`src/rtl/con_input_events.sv`:
```
// -----------------------------------------------------------------------------
// con_input_events
//
// Debounces the controller button vector and turns every accepted edge into a
// 5-bit event in a small first-word-fall-through FIFO that the CPU bridge
// drains.
//
// Data flow:
//   - A free-running divider produces one sample tick every SAMPLE_DIV cycles.
//   - Each button is debounced on that tick. btn_held takes a new value only
//     after DEBOUNCE_SAMPLES consecutive ticks that disagree with it.
//   - Accepted edges set sticky masks (btn_pressed / btn_released) and pending
//     masks.
//   - A priority serialiser moves one pending edge per cycle into the FIFO.
//
// Ports:
//   clk           system clock
//   rst_n         asynchronous active-low reset
//   con_state     raw button vector, 1 = pressed
//   btn_held      debounced button state
//   btn_pressed   sticky, set on debounced 0->1
//   btn_released  sticky, set on debounced 1->0
//   clr_en        clear sticky bits selected by clr_mask (a set wins)
//   clr_mask      bit mask for clr_en
//   evt_valid     FIFO non-empty
//   evt_data      FIFO head {release_flag, button_index[3:0]}
//   evt_rd        pop head (ignored while empty)
//   evt_count     FIFO occupancy, 0..FIFO_DEPTH
//   evt_overflow  sticky, an event was dropped (wins over ovf_clr)
//   ovf_clr       clear evt_overflow
// -----------------------------------------------------------------------------
module con_input_events #(
   parameter int SAMPLE_DIV       = 50000,
   parameter int DEBOUNCE_SAMPLES = 4,
   parameter int FIFO_DEPTH       = 8
) (
   input  logic                          clk,
   input  logic                          rst_n,
   input  logic [15:0]                   con_state,
   output logic [15:0]                   btn_held,
   output logic [15:0]                   btn_pressed,
   output logic [15:0]                   btn_released,
   input  logic                          clr_en,
   input  logic [15:0]                   clr_mask,
   output logic                          evt_valid,
   output logic [4:0]                    evt_data,
   input  logic                          evt_rd,
   output logic [$clog2(FIFO_DEPTH):0]   evt_count,
   output logic                          evt_overflow,
   input  logic                          ovf_clr
);

   localparam int DIV_W = $clog2(SAMPLE_DIV);
   localparam int DB_W  = $clog2(DEBOUNCE_SAMPLES) + 1;
   localparam int PTR_W = $clog2(FIFO_DEPTH);
   localparam int CNT_W = PTR_W + 1;

   // Returns {found, release_flag, index}. Scanning from the top down lets the
   // lowest index overwrite, and within one index a press overwrites a release.
   function automatic logic [5:0] pick_event(input logic [15:0] pp,
                                             input logic [15:0] pr);
      logic [5:0] pick;
      pick = '0;
      for (int i = 15; i >= 0; i--) begin
         if (pr[i]) pick = {1'b1, 1'b1, 4'(i)};
         if (pp[i]) pick = {1'b1, 1'b0, 4'(i)};
      end
      return pick;
   endfunction

   logic [DIV_W-1:0]       div_cnt;
   logic                   tick;
   logic [15:0][DB_W-1:0]  db_cnt;
   logic [15:0][DB_W-1:0]  db_cnt_nxt;
   logic [15:0]            held_nxt;
   logic [15:0]            press_set;
   logic [15:0]            rel_set;
   logic [15:0]            pend_press;
   logic [15:0]            pend_rel;
   logic [5:0]             sel;
   logic                   push;
   logic [15:0]            sel_onehot;
   logic [15:0]            press_clr;
   logic [15:0]            rel_clr;
   logic [15:0]            sticky_clr;
   logic [PTR_W-1:0]       wr_ptr;
   logic [PTR_W-1:0]       rd_ptr;
   logic [4:0]             mem [FIFO_DEPTH];
   logic                   pop;
   logic                   full;
   logic                   wr;
   logic                   ovf_set;

   // ---- sample tick ----
   assign tick = (div_cnt == DIV_W'(SAMPLE_DIV - 1));

   always_ff @(posedge clk or negedge rst_n) begin
      if (!rst_n)    div_cnt <= '0;
      else if (tick) div_cnt <= '0;
      else           div_cnt <= div_cnt + 1'b1;
   end

   // ---- per-bit debounce ----
   always_comb begin
      db_cnt_nxt = db_cnt;
      held_nxt   = btn_held;
      press_set  = '0;
      rel_set    = '0;
      if (tick) begin
         for (int i = 0; i < 16; i++) begin
            if (con_state[i] == btn_held[i]) begin
               db_cnt_nxt[i] = '0;
            end else if (db_cnt[i] == DB_W'(DEBOUNCE_SAMPLES - 1)) begin
               held_nxt[i]   = con_state[i];
               db_cnt_nxt[i] = '0;
               press_set[i]  = con_state[i];
               rel_set[i]    = ~con_state[i];
            end else begin
               db_cnt_nxt[i] = db_cnt[i] + 1'b1;
            end
         end
      end
   end

   // ---- serialiser: one pending edge per cycle ----
   assign sel        = pick_event(pend_press, pend_rel);
   assign push       = sel[5];
   assign sel_onehot = 16'b1 << sel[3:0];
   assign press_clr  = (push && !sel[4]) ? sel_onehot : '0;
   assign rel_clr    = (push &&  sel[4]) ? sel_onehot : '0;
   assign sticky_clr = clr_en ? clr_mask : '0;

   // A dropped push still consumes its pending bit; only overflow records it.
   assign pop     = evt_rd & evt_valid;
   assign full    = (evt_count == CNT_W'(FIFO_DEPTH));
   assign wr      = push & (~full | pop);
   assign ovf_set = push & full & ~pop;

   always_ff @(posedge clk or negedge rst_n) begin
      if (!rst_n) begin
         db_cnt       <= '0;
         btn_held     <= '0;
         btn_pressed  <= '0;
         btn_released <= '0;
         pend_press   <= '0;
         pend_rel     <= '0;
         evt_overflow <= 1'b0;
         wr_ptr       <= '0;
         rd_ptr       <= '0;
         evt_count    <= '0;
      end else begin
         db_cnt       <= db_cnt_nxt;
         btn_held     <= held_nxt;
         btn_pressed  <= (btn_pressed  & ~sticky_clr) | press_set;
         btn_released <= (btn_released & ~sticky_clr) | rel_set;
         pend_press   <= (pend_press & ~press_clr) | press_set;
         pend_rel     <= (pend_rel   & ~rel_clr)   | rel_set;
         evt_overflow <= (evt_overflow & ~ovf_clr) | ovf_set;
         if (wr)  wr_ptr <= wr_ptr + 1'b1;
         if (pop) rd_ptr <= rd_ptr + 1'b1;
         case ({wr, pop})
            2'b10:   evt_count <= evt_count + 1'b1;
            2'b01:   evt_count <= evt_count - 1'b1;
            default: evt_count <= evt_count;
         endcase
      end
   end

   // ---- FIFO storage ----
   // Storage holds data only; occupancy and pointers gate its visibility.
   always_ff @(posedge clk) begin
      if (wr) mem[wr_ptr] <= sel[4:0];
   end

   assign evt_valid = (evt_count != '0);
   assign evt_data  = evt_valid ? mem[rd_ptr] : 5'd0;

endmodule

```
`config.mk`:
```
export PLATFORM = sky130hd
export DESIGN_NAME = con_input_events
export DESIGN_NICKNAME = d
export VERILOG_FILES = /design/src/rtl/con_input_events.sv
export SDC_FILE = /design/constraint.sdc
export NUM_CORES = 1
export LEC_CHECK = 0
export CORE_MARGIN = 5
export CORE_UTILIZATION = 36
export CTS_CLUSTER_SIZE = 14
export DETAILED_ROUTE_END_ITERATION = 12
export GPL_TIMING_DRIVEN = 0
export SETUP_SLACK_MARGIN = 0.02
export SKIP_LAST_GASP = 1
export SLEW_MARGIN = 25
export SYNTH_ARGS = -nofsm -noshare
export SYNTH_HDL_FRONTEND = slang
export SYNTH_SLANG_ARGS = --single-unit
```
`constraint.sdc`:
```
create_clock -name clk -period 5.6 [get_ports clk]
set_input_delay 0.56 -clock clk [delete_from_list [all_inputs] [get_ports clk]]
set_output_delay 0.56 -clock clk [all_outputs]
set_load 0.03 [all_outputs]
```
==> flow_results.xml, run 1 <==
<?xml version="1.0" encoding="UTF-8"?>
<metrics>
  <group name="floorplanning">
    <metric name="placement_rows" unit="">58</metric>
    <metric name="chipHeight" unit="um">169.3</metric>
    <metric name="fp.dieArea" unit="um2">28680</metric>
    <metric name="pin_count" unit="">96</metric>
    <metric name="initial_core_util" unit="%">36.40</metric>
    <metric name="die_w" unit="um">169.3</metric>
    <metric name="fp.coreArea" unit="um2">25110</metric>
  </group>
  <group name="placement">
    <metric name="port_buffers" unit="">94</metric>
    <metric name="post-place-cells" unit="">1253</metric>
    <metric name="detailedPlace.worstSlack" unit="ps">2461</metric>
    <metric name="place.gp.congestion" unit="">0.8720</metric>
    <metric name="dpl_cell_area" unit="um2">10530</metric>
    <metric name="detailedPlacementHpwl" unit="um">16460</metric>
  </group>
  <group name="sta">
    <metric name="period_needed" unit="ps">3563</metric>
    <metric name="rsz0062_at_grt" unit="">false</metric>
    <metric name="fmax" unit="MHz">280.7</metric>
    <metric name="report.final.setup_viol" unit="">0</metric>
    <metric name="drv_slew" unit="">0</metric>
    <metric name="finalCritPeriodShare" unit="%">63.62</metric>
    <metric name="finalHoldViolations" unit="">0</metric>
    <metric name="setup_ws" unit="ps">2037</metric>
    <metric name="finalHoldWorstSlack" unit="ps">65.74</metric>
    <metric name="clock_skew_after_layout" unit="ps">22.84</metric>
    <metric name="worst_pin_slew" unit="ps">934.4</metric>
    <metric name="max_slew_margin" unit="%">37.23</metric>
  </group>
  <group name="setup_path">
    <metric name="crit_arrival" unit="ps">3000</metric>
    <metric name="reg2reg_setup_slack" unit="ps">2560</metric>
    <metric name="regToRegStartpoint" unit="">div_cnt[0]$_DFF_PN0_</metric>
    <metric name="worst-setup-path-type" unit="">reg2out</metric>
    <metric name="reg2reg_to" unit="">pend_rel[14]$_DFF_PN0_</metric>
    <metric name="crit_path_end_kind" unit="">output pin</metric>
    <metric name="worst-endpoint-required" unit="ps">5040</metric>
    <metric name="critical_path.startpoint_type" unit="">flop</metric>
    <metric name="worst-path-max-fanout" unit="">10</metric>
    <metric name="worst_reg2reg_path_depth" unit="">9</metric>
  </group>
  <group name="detailed_routing">
    <metric name="drt_wl_total" unit="um">22980</metric>
    <metric name="drt-initial-drc-count" unit="">380</metric>
    <metric name="drcViolationCount" unit="">0</metric>
    <metric name="ant_nets" unit="">0</metric>
    <metric name="via_count" unit="">6685</metric>
    <metric name="route.detailed.wl_per_inst" unit="um">17.88</metric>
    <metric name="drtPass1Iterations" unit="">5</metric>
    <metric name="routed_via_density" unit="">5.202</metric>
  </group>
  <group name="yosys">
    <metric name="async_reset_ff_share" unit="%">79.49</metric>
    <metric name="largest_family_of_logic_cells_by_synthesized_area" unit="">simple AND/OR/NAND/NOR gates</metric>
    <metric name="syn_area_per_cell" unit="um2">11.04</metric>
    <metric name="yosys_register_bits" unit="">195</metric>
    <metric name="synth_sequential_area_ratio" unit="%">55.58</metric>
    <metric name="synthesis.area" unit="um2">9140</metric>
    <metric name="fraction_of_the_mapped_netlist_area_in_compound_gates" unit="%">10.97</metric>
    <metric name="synth_fp_nets" unit="">887</metric>
    <metric name="yosys.cell_types.count" unit="">64</metric>
    <metric name="synthesis.instances" unit="">828</metric>
    <metric name="post_synthesis_share_of_cell_area_spent_on_xor_and_xnor_gates" unit="%">3.532</metric>
    <metric name="synth-simple-area-share" unit="%">20.63</metric>
    <metric name="muxShareOfSynthArea" unit="%">4.107</metric>
    <metric name="synth-edff-count" unit="">40</metric>
    <metric name="synth_area_in_adders" unit="%">3.094</metric>
    <metric name="synth_warnings" unit="">0</metric>
    <metric name="ys_dominant_reg_cell" unit="">sky130_fd_sc_hd__dfrtp_1</metric>
  </group>
  <group name="clock_network">
    <metric name="clkLatencyLatePin" unit="ps">440</metric>
    <metric name="tritoncts" unit="">done</metric>
    <metric name="cts_max_level" unit="">4</metric>
    <metric name="number_of_hold_buffers_added_after_cts" unit="">0</metric>
    <metric name="cts_sinks" unit="">195</metric>
    <metric name="cts_post_setup_buffers_inserted" unit="">0</metric>
    <metric name="clk_root_buffer_cell" unit="">sky130_fd_sc_hd__clkbuf_16</metric>
    <metric name="clock_slew_at_the_register_clock_pins_of_the_worst_setup_and_hold_paths" unit="ps">80</metric>
    <metric name="cts_repair_resize_count" unit="">0</metric>
    <metric name="cts_bufs_inserted" unit="">17</metric>
    <metric name="cts_max_path_buffers" unit="">2</metric>
  </group>
  <group name="final_layout">
    <metric name="finish.cell_count_without_fillers" unit="">1285</metric>
    <metric name="share_of_final_layout_standard_cells_stronger_than_drive_strength_1" unit="%">7.958</metric>
    <metric name="filler_cell_count" unit="">2446</metric>
    <metric name="stdcell_area" unit="um2">11090</metric>
    <metric name="areaGrowthSynthToFinish" unit="%">21.36</metric>
    <metric name="nets" unit="">1001</metric>
    <metric name="layout.core_utilization" unit="%">44.17</metric>
    <metric name="n_diodes" unit="">0</metric>
  </group>
  <group name="power">
    <metric name="power.density" unit="nW/um2">456.8</metric>
    <metric name="leakage" unit="nW">4.639</metric>
    <metric name="vdd_ir_drop_max" unit="mV">0.4250</metric>
  </group>
  <group name="global_route">
    <metric name="grt_usage" unit="%">16.59</metric>
    <metric name="antenna_violations_before_repair" unit="">0</metric>
    <metric name="grt_pass1_vias" unit="">6827</metric>
    <metric name="global_route.overflow_total" unit="">0</metric>
    <metric name="grt_start_max_net_pins" unit="">86</metric>
    <metric name="first_pass_grt_wire_length" unit="um">37500</metric>
  </group>
  <group name="worst_hold_path">
    <metric name="hold_wc_path_type" unit="">in2async</metric>
  </group>
  <group name="run_status">
    <metric name="outcome" unit="">complete, no violations</metric>
  </group>
  <group name="job">
    <metric name="drv.max_cap_violation_count" unit="">0</metric>
  </group>
</metrics>
==> kinds of logic (layout without fill, tap and decap cells) <==
| group | Yosys count | after routing |
|---|---|---|
| compound gates | 136 | 136 |
| xor+xnor | 36 | 36 |
| fa+ha+maj | 22 | 22 |
| buf+inv | 44 | 171 |
| flops | 195 | 195 |
| mux | 24 | 24 |
| simple gates | 371 | 371 |
==> registers in the layout, indices dropped and copies added, names as in the netlist <==
register and flops:
db_cnt 48, mem 40, btn_held 16, btn_pressed 16, btn_released 16, div_cnt 16
pend_press 16, pend_rel 16, evt_count 4, rd_ptr 3, wr_ptr 3, evt_overflow 1
==> area by class of cell <==
cell class	count	area, um2	share of cell area (%)
Timing Repair Buffer	95	973.4	8.776
Sequential cell	195	5080	45.80
Multi-Input combinational cell	589	3875	34.94
Inverter	16	60.06	0.5415
Buffer	28	131.4	1.184
Clock inverter	12	112.6	1.015
Clock buffer	20	446.7	4.027
Tap cell	330	412.9	3.723
==> cells in the final DEF (no fill, tap or decap), types with 8 or more instances in the layout <==
cell,n
sky130_fd_sc_hd__dfrtp_1,155
sky130_fd_sc_hd__nand2_1,141
sky130_fd_sc_hd__clkdlybuf4s50_1,93
sky130_fd_sc_hd__nor2_1,63
sky130_fd_sc_hd__edfxtp_1,40
sky130_fd_sc_hd__nand3_1,38
sky130_fd_sc_hd__o41ai_1,33
sky130_fd_sc_hd__nand2b_1,29
sky130_fd_sc_hd__o21ai_0,27
sky130_fd_sc_hd__xnor2_1,27
sky130_fd_sc_hd__o31ai_1,26
sky130_fd_sc_hd__clkbuf_1,22
sky130_fd_sc_hd__ha_1,21
sky130_fd_sc_hd__nor2b_1,17
sky130_fd_sc_hd__clkbuf_16,17
sky130_fd_sc_hd__nand4b_1,16
sky130_fd_sc_hd__o21a_1,15
sky130_fd_sc_hd__inv_1,14
sky130_fd_sc_hd__nor3_1,13
sky130_fd_sc_hd__a21o_1,11
sky130_fd_sc_hd__mux4_2,10
sky130_fd_sc_hd__xor2_1,8
==> worst max-delay path, cell delays in order (launching register included) <==
cell and delay (ps):
sky130_fd_sc_hd__dfrtp_1 410, sky130_fd_sc_hd__buf_1 670, sky130_fd_sc_hd__mux4_2 610, sky130_fd_sc_hd__mux2i_1 200
sky130_fd_sc_hd__nor2_1 60, sky130_fd_sc_hd__clkdlybuf4s50_1 620
==> cell usage after synthesis, types with 4 or more instances <==
master                     instances  area share, %
sky130_fd_sc_hd__o21a_1           15            1.2
sky130_fd_sc_hd__and2_1            5           0.34
sky130_fd_sc_hd__nand3_1          38            2.1
sky130_fd_sc_hd__nor2_1           63            2.6
sky130_fd_sc_hd__ha_1             21            2.9
sky130_fd_sc_hd__a21oi_1           7           0.38
sky130_fd_sc_hd__dfrtp_1         155             42
sky130_fd_sc_hd__xnor2_1          27            2.6
sky130_fd_sc_hd__o41ai_1          33            3.2
sky130_fd_sc_hd__mux4_2           10            2.5
sky130_fd_sc_hd__o21ai_0          27            1.5
sky130_fd_sc_hd__o31ai_1          26            2.1
sky130_fd_sc_hd__nor4_1            6           0.41
sky130_fd_sc_hd__buf_1             4           0.16
sky130_fd_sc_hd__a21o_1           11           0.90
sky130_fd_sc_hd__inv_1            14           0.57
sky130_fd_sc_hd__nand3b_1          4           0.33
sky130_fd_sc_hd__or4_4             4           0.49
sky130_fd_sc_hd__mux2_2            7           0.86
sky130_fd_sc_hd__mux2i_1           6           0.66
sky130_fd_sc_hd__xor2_1            8           0.77
sky130_fd_sc_hd__nor3_1           13           0.71
sky130_fd_sc_hd__nand4b_1         16            1.5
sky130_fd_sc_hd__nor2b_1          17            1.2
sky130_fd_sc_hd__nand2b_1         29            2.0
sky130_fd_sc_hd__or2_2             5           0.34
sky130_fd_sc_hd__clkbuf_1         20           0.82
sky130_fd_sc_hd__and3_1            7           0.48
sky130_fd_sc_hd__nand2_1         141            5.8
sky130_fd_sc_hd__edfxtp_1         40             13
sky130_fd_sc_hd__nor4b_1           4           0.38
==> stage by stage <==
step | setup TNS [ps] | power, W
floorplan | 0 | 0.003252
global placement | -412590 | 0.003869
detailed placement | 0 | 0.003912
CTS | 0 | 0.005106
global route | 0 | 0.005356
finish | 0 | 0.005066
==> worst max path at each step <==
stage	slack, ps	cells after the start	end	start
2_1_floorplan	2810	10	evt_count[3]$_DFFE_PN0P_	evt_count[0]$_DFFE_PN0P_
3_3_place_gp	-2680	1	btn_released[4]$_DFF_PN0_	rst_n
5_1_grt	1800	5	evt_data[2]	rd_ptr[0]$_DFFE_PN0P_
4_1_cts	1980	5	evt_data[0]	rd_ptr[0]$_DFFE_PN0P_
3_5_place_dp	2460	5	evt_data[0]	rd_ptr[0]$_DFFE_PN0P_
6_report	2040	5	evt_data[0]	rd_ptr[0]$_DFFE_PN0P_
==> power breakdown <==
part | switching [W] | internal [W] | total (W)
logic | 0.00121 | 0.000678 | 0.00189
registers | 0.000148 | 0.00184 | 0.00199
clock network | 0.000587 | 0.000601 | 0.00119
total | 0.00195 | 0.00312 | 0.00507
==> per-layer routing <==
layer / GRT usage [%] / wire [um] / part of all wire (%) / up-vias
li1: - / - / - / 3223
met4: 4.025 / 209 / 0.91 / 0
met1: 22.80 / 10750 / 47 / 3298
met3: 3.541 / 1037 / 4.5 / 15
met5: 0 / 0 / 0 / -
met2: 27.05 / 10980 / 48 / 149
Note: power is estimated with default switching activity, not from simulation.
==> inputs of run 2 (changes only) <==
- clock period: 5.6 -> 3.1 ns (I/O delays scaled with it)
==> flow_results.xml, run 2 (same netlist as run 1, synthesis figures left out) <==
<?xml version="1.0" encoding="UTF-8"?>
<metrics>
  <group name="sta">
    <metric name="finalHoldViolations" unit="">0</metric>
    <metric name="rsz0062_at_grt" unit="">false</metric>
    <metric name="drv_slew" unit="">0</metric>
    <metric name="report.final.setup_viol" unit="">0</metric>
    <metric name="clock_skew_after_layout" unit="ps">17.12</metric>
    <metric name="period_needed" unit="ps">2935</metric>
    <metric name="setup_ws" unit="ps">165.1</metric>
    <metric name="fmax" unit="MHz">340.7</metric>
    <metric name="worst_pin_slew" unit="ps">920.8</metric>
    <metric name="finalCritPeriodShare" unit="%">94.67</metric>
    <metric name="max_slew_margin" unit="%">38.14</metric>
  </group>
  <group name="power">
    <metric name="leakage" unit="nW">4.678</metric>
    <metric name="power.density" unit="nW/um2">827.9</metric>
    <metric name="power.net_switching" unit="W">0.003542</metric>
    <metric name="cell_internal_pwr" unit="W">0.005691</metric>
    <metric name="power.total" unit="W">0.009233</metric>
    <metric name="p_comb_share" unit="%">37.8</metric>
    <metric name="switching_share" unit="%">38.36</metric>
    <metric name="vdd_ir_drop_max" unit="mV">0.7663</metric>
    <metric name="flop_pwr_share" unit="%">38.9</metric>
    <metric name="power.clock.fraction" unit="%">23.3</metric>
  </group>
  <group name="setup_path">
    <metric name="crit_path_end_kind" unit="">flop</metric>
    <metric name="reg2reg_setup_slack" unit="ps">170</metric>
    <metric name="worst_reg2reg_path_depth" unit="">8</metric>
    <metric name="regToRegStartpoint" unit="">pend_press[2]$_DFF_PN0_</metric>
    <metric name="worst-setup-path-type" unit="">reg2reg</metric>
    <metric name="crit_arrival" unit="ps">3200</metric>
    <metric name="reg2reg_to" unit="">pend_press[14]$_DFF_PN0_</metric>
    <metric name="worst-endpoint-required" unit="ps">3370</metric>
    <metric name="critical_path.startpoint_type" unit="">flop</metric>
    <metric name="worstSetupStartpoint" unit="">pend_press[2]$_DFF_PN0_</metric>
    <metric name="worst-path-max-fanout" unit="">17</metric>
  </group>
  <group name="clock_network">
    <metric name="cts_max_path_buffers" unit="">2</metric>
    <metric name="tritoncts" unit="">done</metric>
    <metric name="cts_max_level" unit="">4</metric>
    <metric name="clock_slew_at_the_register_clock_pins_of_the_worst_setup_and_hold_paths" unit="ps">80</metric>
    <metric name="clk_root_buffer_cell" unit="">sky130_fd_sc_hd__clkbuf_16</metric>
    <metric name="cts_bufs_inserted" unit="">17</metric>
    <metric name="cts_sinks" unit="">195</metric>
    <metric name="clkLatencyLatePin" unit="ps">440</metric>
  </group>
  <group name="placement">
    <metric name="detailedPlacementHpwl" unit="um">16460</metric>
    <metric name="dpl_cell_area" unit="um2">10530</metric>
    <metric name="detailedPlace.worstSlack" unit="ps">7.134</metric>
    <metric name="place.gp.congestion" unit="">0.8720</metric>
    <metric name="port_buffers" unit="">94</metric>
  </group>
  <group name="detailed_routing">
    <metric name="ant_nets" unit="">0</metric>
    <metric name="drcViolationCount" unit="">0</metric>
    <metric name="drtPass1Iterations" unit="">5</metric>
    <metric name="routed_via_density" unit="">5.225</metric>
    <metric name="drt-initial-drc-count" unit="">385</metric>
    <metric name="route.detailed.wl_per_inst" unit="um">17.86</metric>
    <metric name="via_count" unit="">6740</metric>
    <metric name="drt_wl_total" unit="um">23040</metric>
  </group>
  <group name="floorplanning">
    <metric name="chipHeight" unit="um">169.3</metric>
    <metric name="pin_count" unit="">96</metric>
    <metric name="fp.coreArea" unit="um2">25110</metric>
    <metric name="initial_core_util" unit="%">36.40</metric>
    <metric name="fp.dieArea" unit="um2">28680</metric>
    <metric name="placement_rows" unit="">58</metric>
    <metric name="die_w" unit="um">169.3</metric>
  </group>
  <group name="final_layout">
    <metric name="areaGrowthSynthToFinish" unit="%">22.01</metric>
    <metric name="top_register" unit="">db_cnt</metric>
    <metric name="layout.core_utilization" unit="%">44.41</metric>
    <metric name="stdcell_area" unit="um2">11150</metric>
    <metric name="final_common_cell" unit="">sky130_fd_sc_hd__dfrtp_1</metric>
    <metric name="flip_flop_count_of_the_largest_register_all_copies_and_words_added" unit="">48</metric>
    <metric name="n_diodes" unit="">0</metric>
    <metric name="nets" unit="">1006</metric>
    <metric name="top_regs" unit="">db_cnt x48, mem x40</metric>
    <metric name="share_of_final_layout_standard_cells_stronger_than_drive_strength_1" unit="%">8.958</metric>
    <metric name="filler_cell_count" unit="">2446</metric>
    <metric name="most-common-layout-cells" unit="">155 x sky130_fd_sc_hd__dfrtp_1, 141 x sky130_fd_sc_hd__nand2_1, 93 x sky130_fd_sc_hd__clkdlybuf4s50_1, 63 x sky130_fd_sc_hd__nor2_1, 40 x sky130_fd_sc_hd__edfxtp_1</metric>
  </group>
  <group name="global_route">
    <metric name="global_route.overflow_total" unit="">0</metric>
    <metric name="grt_start_max_net_pins" unit="">86</metric>
    <metric name="grt_usage" unit="%">16.60</metric>
    <metric name="antenna_violations_before_repair" unit="">0</metric>
    <metric name="first_pass_grt_wire_length" unit="um">37540</metric>
    <metric name="grt_pass1_vias" unit="">6836</metric>
  </group>
  <group name="job">
    <metric name="drv.max_cap_violation_count" unit="">0</metric>
  </group>
  <group name="worst_hold_path">
    <metric name="hold_wc_path_type" unit="">in2async</metric>
  </group>
  <group name="run_status">
    <metric name="outcome" unit="">complete, no violations</metric>
  </group>
</metrics>
run 2: cell count changes in the layout (fill, tap and decap cells not counted):
cell,change
sky130_fd_sc_hd__buf_1,-3
sky130_fd_sc_hd__buf_4,+4
sky130_fd_sc_hd__clkbuf_1,-1
sky130_fd_sc_hd__clkbuf_2,+3
sky130_fd_sc_hd__clkbuf_4,+1
sky130_fd_sc_hd__dlygate4sd3_1,+1
sky130_fd_sc_hd__nor4_1,-2
sky130_fd_sc_hd__nor4_2,+2
run 2: worst max-delay path: stages (launching register included):
cell                        delay (ps)
sky130_fd_sc_hd__dfrtp_1           470
sky130_fd_sc_hd__inv_2              60
sky130_fd_sc_hd__a2111oi_2         490
sky130_fd_sc_hd__nand3_1           180
sky130_fd_sc_hd__o211ai_2          400
sky130_fd_sc_hd__inv_2             150
sky130_fd_sc_hd__buf_6             200
sky130_fd_sc_hd__o41ai_1           580
sky130_fd_sc_hd__o31ai_1           220
run 2: how the worst max path moves through the flow:
stage | to | slack [ps] | depth (start not counted)
2_1_floorplan | evt_count[3]$_DFFE_PN0P_ | 310 | 10
3_3_place_gp | btn_released[4]$_DFF_PN0_ | -4930 | 1
3_5_place_dp | pend_rel[14]$_DFF_PN0_ | 7 | 9
4_1_cts | db_cnt[46]$_DFFE_PN0P_ | 70 | 9
5_1_grt | evt_count[3]$_DFFE_PN0P_ | 40 | 9
6_report | pend_press[14]$_DFF_PN0_ | 170 | 8
run 2: through the flow:
stage                     hold WS, ps  cells  TNS, ps
after floorplan                 14.41    828        0
after detailed placement        313.9   1253        0
after global placement          455.0   1252  -761380
after global routing            434.5   1290        0
final                           408.0   1290        0
after CTS                       423.2   1286        0
run 2: timing repair:
item                       CTS  global route
setup endpoints to repair   17            25
hold endpoints to repair    70             0
setup buffers                0             4
resized for setup            5             5
hold buffers                 1             0
cloned                       0             0
pin swaps                    0             2
run 2: final cells by class:
| type | instances | area [um2] | area share [%] |
|---|---|---|---|
| clock buffers | 20 | 446.7 | 4.005 |
| repair buffers | 100 | 1013 | 9.088 |
| plain buffers | 28 | 138.9 | 1.245 |
| inverters | 16 | 60.06 | 0.5385 |
| flip-flops and latches | 195 | 5080 | 45.55 |
| multi-input cells | 589 | 3887 | 34.86 |
| well taps | 330 | 412.9 | 3.702 |
| clock inverters | 12 | 112.6 | 1.010 |
run 2: layer usage:
metal / part of all wire, % / track usage (%) / vias to the layer above
li1: - / - / 3232
met1: 46 / 22.82 / 3328
met2: 48 / 27.09 / 161
met3: 4.8 / 3.541 / 19
met4: 0.94 / 4.025 / 0
met5: 0 / 0 / -
run 2: power by group through the flow:
stage / clock [W] / sequential (W) / combinational [W]
CTS: 0.00220 / 0.00359 / 0.00344
detailed placement: 0 / 0.00364 / 0.00343
global placement: 0 / 0.00362 / 0.00337
finish: 0.00215 / 0.00359 / 0.00349
floorplan: 0 / 0.00361 / 0.00226
global route: 0.00230 / 0.00365 / 0.00380
==> inputs of run 3 (changes only) <==
- ABC_CLOCK_PERIOD_IN_PS: not set -> 3100
- CTS_CLUSTER_SIZE: 14 -> not set
==> results of run 3 <==
Final layout, timing and power as in run 2 (identical DEF).
